## src/rtl/register_file_pkg.sv

```systemverilog
// Shared core constants for the integer register file: widths, register count
// and the hardwired-zero register index.
package register_file_pkg;

  localparam int unsigned XLEN       = 32;
  localparam int unsigned NUM_REGS   = 32;
  localparam int unsigned REG_ADDR_W = 5;

  localparam logic [REG_ADDR_W-1:0] REG_ZERO = 5'd0;

endpackage

```

## src/rtl/register_file.sv

```systemverilog
// RV32 integer register file: two combinational read ports, one synchronous
// write port, x0 hardwired to zero on both the write and read paths.
module register_file #(
  parameter int unsigned XLEN     = register_file_pkg::XLEN,
  parameter int unsigned NUM_REGS = register_file_pkg::NUM_REGS,
  parameter int unsigned ADDR_W   = register_file_pkg::REG_ADDR_W
) (
  input  logic              clk,
  input  logic              rst,
  input  logic [ADDR_W-1:0] read_addr1,
  input  logic [ADDR_W-1:0] read_addr2,
  input  logic [ADDR_W-1:0] write_addr,
  input  logic [XLEN-1:0]   write_data,
  input  logic              write_enable,
  output logic [XLEN-1:0]   read_data1,
  output logic [XLEN-1:0]   read_data2
);

  localparam logic [ADDR_W-1:0] ZERO_ADDR = ADDR_W'(register_file_pkg::REG_ZERO);

  logic [XLEN-1:0] r_regs [NUM_REGS];
  logic            w_wr_en;

  // Writes to x0 are dropped here so the array never holds a stale x0 value.
  assign w_wr_en = write_enable && (write_addr != ZERO_ADDR);

  always_ff @(posedge clk) begin
    if (rst) begin
      for (int unsigned i = 0; i < NUM_REGS; i++) begin
        r_regs[i] <= '0;
      end
    end else if (w_wr_en) begin
      r_regs[write_addr] <= write_data;
    end
  end

  // Read-side masking keeps x0 at zero even before the first reset edge.
  assign read_data1 = (read_addr1 == ZERO_ADDR) ? '0 : r_regs[read_addr1];
  assign read_data2 = (read_addr2 == ZERO_ADDR) ? '0 : r_regs[read_addr2];

endmodule

```

## config.mk

```make
export PLATFORM = sky130hd
export DESIGN_NAME = register_file
export DESIGN_NICKNAME = d
export VERILOG_FILES = /design/src/rtl/register_file_pkg.sv /design/src/rtl/register_file.sv
export SDC_FILE = /design/constraint.sdc
export NUM_CORES = 2
export LEC_CHECK = 0
export ABC_AREA = 1
export CAP_MARGIN = 20
export CORE_MARGIN = 1
export CORE_UTILIZATION = 30
export DETAILED_ROUTE_END_ITERATION = 10
export GPL_ROUTABILITY_DRIVEN = 0
export GPL_TIMING_DRIVEN = 0
export PLACE_DENSITY = 0.42
export SKIP_LAST_GASP = 1
export SYNTH_ARGS = -nofsm -noshare
export SYNTH_HDL_FRONTEND = slang
export SYNTH_SLANG_ARGS = --single-unit
```

## constraint.sdc

```tcl
create_clock -name clk -period 3.53 [get_ports clk]
set_clock_uncertainty 0.2 [all_clocks]
set_input_delay 1.059 -clock clk [delete_from_list [all_inputs] [get_ports clk]]
set_output_delay 1.059 -clock clk [all_outputs]
set_load 0.005 [all_outputs]
```

### Word level (Yosys, flattened, before mapping)

Memories as Yosys holds them, arrays and structs flattened.
Cells that the tools add are included.

* register bits after elaboration: 0
* memory bits (writable): 1024
* bits of input ports: 50
* output and inout port bits: 64
* word-level logic and storage cells: 16
* memories: 1

Memory list
* r_regs: depth 32, bits a word 32, read ports 2, clocked after Yosys merged registers in 0, write ports 32, line register_file.sv:21 `logic [XLEN-1:0] r_regs [NUM_REGS];`

* multiplexer cells: 10
* reduce and logical (&&, ||, !) cells: 5

Operators with widths (count)
* two-way mux 32 bit: 3
* OR reduction 32 bit: 1
* logical NOT 5 bit: 2
* two-way mux 1 bit: 6
* two-way mux 5 bit: 1
* nonzero test 5 bit: 1
* logical AND 1 bit: 1

### Depth between registers and ports, before layout

* depth in word-level cells: 7
* mapped depth: 13
* gate-level depth less buffers: 10

### Least setup slack after synthesis

Ideal clock, no wire load.

* path kind: input-to-output
* start point: input read_addr2[0]
* end point: output read_data2[2]
* data arrival time: 2250 ps
* data required time: 2271 ps
* path slack: 21 ps
* stages on the path: 11
* buffers on the path: 4
* cells stage by stage: buf_2 > buf_4 > buf_4 > buf_2 > o21ai_0 > nand2_1 > a21oi_1 > nor2_1 > nand2_1 > nand2_1 > nor2_1

* cells in the longest elaborated chain, start to end: 2
* elaborated cells between the ends (all ways): 3
* those cells by class: mux: 1; reduce/logical: 1; memory: 1

Ends and longest elaborated chain
* start, declared: line register_file.sv:11 `input logic [ADDR_W-1:0] read_addr2,`
* memory read (32 x 32 bit) / logical NOT 5 bit (equally long branches)
* two-way mux 32 bit (*): line register_file.sv:39 `assign read_data2 = (read_addr2 == ZERO_ADDR) ? '0 : r_regs[read_addr2];`
* end, declared: line register_file.sv:16 `output logic [XLEN-1:0] read_data2`

Mark *: on every way between the ends. The rest lies on a longest branch, timed or not.

### Worst setup path after layout

* start point: input read_addr1[2]
* end point: output read_data1[5]

* cells in the longest elaborated chain, start to end: 2
* elaborated cells between the ends (all ways): 3
* those cells by class: mux: 1; reduce/logical: 1; memory: 1

Ends and longest elaborated chain
* start, declared: line register_file.sv:10 `input logic [ADDR_W-1:0] read_addr1,`
* memory read (32 x 32 bit) / logical NOT 5 bit (equally long branches)
* two-way mux 32 bit (*): line register_file.sv:38 `assign read_data1 = (read_addr1 == ZERO_ADDR) ? '0 : r_regs[read_addr1];`
* end, declared: line register_file.sv:15 `output logic [XLEN-1:0] read_data1,`

Marks and branches as above.

==> impl_metrics.toml <==
[outcome]
status = "finished, violations left"
violations = "negative setup slack"

[sta]
finalMaxSlewViolations = 0
rsz0062_at_grt = "yes"
worst_slack_ps = -915
finalHoldViolCount = 0
setup_viol = 708
layout_min_cycle_time_ps = 4450
max_clock_freq_mhz = 225
max-slew-margin-rel = 0.177
hold_ws_ps = 873
worst_pin_slew_ps = 1230
post-route-period-util = 1.26
tns_ps = -119850

[synth]
synth.area.top_cells = "edfxtp_1 (54%), nand2_1 (14%), nor2_1 (12%)"
synth_cell_type_count = 19
synth_warnings = 0
yosysMostFrequentCell = "nand2_1"
synth_area_per_cell_um2 = 7.80
ys_seq_area_frac = 0.543
synth_seq_cells = 1024
synth_edf_count = 1024
ys_async_sr_fraction = 0
synth_top_area_share = 0.543
synth_top_area_cell = "edfxtp_1"
ys.flop_type = "edfxtp_1"
netlist_area_um2 = 56600
synth_common_cells = "nand2_1 (2084), nor2_1 (1790), edfxtp_1 (1024)"
synthesis.instances = 7255

[finish]
multi_input_area_um2 = 26000
syn_to_final_growth_pct = 36.9
largest_reg_flops = 1024
reg_top3 = "r_regs (1024)"
regArea_um2 = 30700
drive_gt1_frac = 0.217
fin_util = 0.413
top_register = "r_regs"
layout.cells.non_filler = 10500
design_area_um2 = 77500
fillers = 18700
num-nets-final = 7930

[clock_network]
cts_buffers = 136
ctsRootBufferMaster = "clkbuf_16"
path_clk_slew_ps = 50
clk_path_buf_depth = 3
h-tree-depth = 4
cts_sinks = 1024
cts_tree = "yes"

[worst_setup_path]
cp_common_cell = "nor2_4"
crit_type = "input port to primary output"
path_max_fanout = 10
cp-end-kind = "primary output"
arrival_ps = 3190
slowest_stage = "clkdlybuf4s50_1"
start_kind = "input port"
required_ps = 2270
slowest_delay_ps = 520
worstPathCellList = "buf_12 -> clkinv_4 -> buf_6 -> buf_4 -> buf_8 -> nand3_1 -> a21oi_4 -> nor2_4 -> nor2_4 -> clkdlybuf4s50_1"
path_delay_family = "buffers and inverters"
cp.buffers_inverters = 6

[placed_design]
io_buffers = 105
dp.cells = 9984
dp_worst_setup_slack_ps = -3580
placed_cell_area_um2 = 62800
dp_hpwl_um = 279000

[grt]
antenna_found_initial = 54
first_global_vias = 54800
grt-busiest-layer = "met2"
grt-ovfl-total = 0
grtUsageMet3 = 0.143
grt_pass1_wl_um = 509000
grt.total_usage = 0.401
grt_use_met1 = 0.494
met2_usage = 0.567
grt_max_degree = 33

[route]
drt-vias-per-instance = 6.00
drt_wl_total_um = 399000
vias = 63000
drt_iter0_drc = 11600
ant_nets = 0
drcViolationCount = 0
drt-pass1-iter-count = 7
avgRoutedWirePerCell_um = 38.0

[worst_hold_path]
whs_endpoint = "r_regs[5][23]"
min_path_cells = 3
min-delay-start = "write_data[23]"
hold_path_class = "input port to flip-flop"

[power_and_ir_drop]
power_leakage_nw = 31.7
powerDensity_nw_per_um2 = 464
peakVddDrop_v = 0.000565
power_mw = 35.9

[floorplan]
io-pin-count = 114
initial_utilization = 0.302
die_y_um = 436
coreArea_um2 = 188000
placementRows = 159
dieArea_um2 = 190000
die_w_um = 436

[run]
cap_violations = 0
where the power goes:
| part | switching, mW | leakage [nW] | total (mW) | internal (mW) |
|---|---|---|---|---|
| Combinational | 5.20 | 19.9 | 7.51 | 2.31 |
| Sequential | 0.431 | 9.75 | 14.5 | 14.1 |
| Clock | 6.10 | 2.05 | 13.9 | 7.84 |
| Total | 11.7 | 31.7 | 35.9 | 24.2 |
layer usage:
metal | vias to the layer above | part of all wire
met3 | 1624 | 0.14
met2 | 5789 | 0.40
li1 | 25200 | -
met1 | 30400 | 0.36
met4 | 32 | 0.097
met5 | - | 0.00058
cell type report:
cell class	instances	share of cell area
Antenna cell	32	0.00103
Buffer	620	0.0869
Clock buffer	171	0.0467
Clock inverter	70	0.00762
Inverter	156	0.00869
Multi-Input combinational cell	5485	0.336
Sequential cell	1024	0.397
Tap cell	2495	0.0403
Timing Repair Buffer	455	0.0759
Timing Repair inverter	2	0.000323
how the worst max path moves through the flow:
stage / end / from / cells past startpoint / slack [ps]
2_1_floorplan: read_data2[2] / read_addr2[0] / 11 / 20
3_3_place_gp: read_data2[18] / read_addr2[2] / 10 / -3660
4_1_cts: r_regs[30][10] / write_addr[2] / 13 / -940
3_5_place_dp: read_data2[19] / read_addr2[2] / 9 / -3580
5_1_grt: read_data1[5] / read_addr1[0] / 10 / -830
6_report: read_data1[5] / read_addr1[2] / 10 / -920
kinds of logic (layout without fill, tap and decap cells):
group	Yosys count	after routing	share of synthesized area
buffers and inverters	784	1474	0.0594
DFF	1024	1024	0.543
AOI/OAI and AO/OA	579	579	0.0522
and+or+nand+nor	4867	4874	0.345
other	1	64	0.0000663
worst min-delay path: stages:
cell and delay, ps:
clkdlybuf4s50_1 450, inv_1 120, nor2_1 140
repair_timing:
action                                   CTS  global route
hold buffers                               0             0
buffers inserted                         112           126
gates cloned                              16            16
gates resized for setup                 1809           697
pin swaps                                174           279
endpoints found under the setup margin  1024          1288
cells in the final DEF (no fill, tap or decap), types with 9 or more instances in the layout:
cell type	instances
nand2_1	1833
nor2_1	1611
edfxtp_1	1024
nand3_1	844
o21ai_0	349
nand2_2	167
clkbuf_16	166
buf_12	164
buf_4	162
inv_1	141
clkbuf_1	136
buf_2	124
nor2_4	123
nand3_2	109
buf_8	101
a21oi_1	94
nand2_4	82
clkbuf_2	75
o21ai_1	75
buf_16	72
buf_6	72
clkbuf_4	72
nor2_2	56
clkbuf_8	51
clkdlybuf4s50_1	37
diode_2	32
clkinv_1	32
conb_1	32
nand3_4	31
o211ai_1	23
a21oi_2	20
clkinv_2	18
clkinvlp_4	11
o21ai_2	11
dlymetal6s2s_1	10
nand2_8	9
No activity file was read; power rests on OpenSTA's default activity.
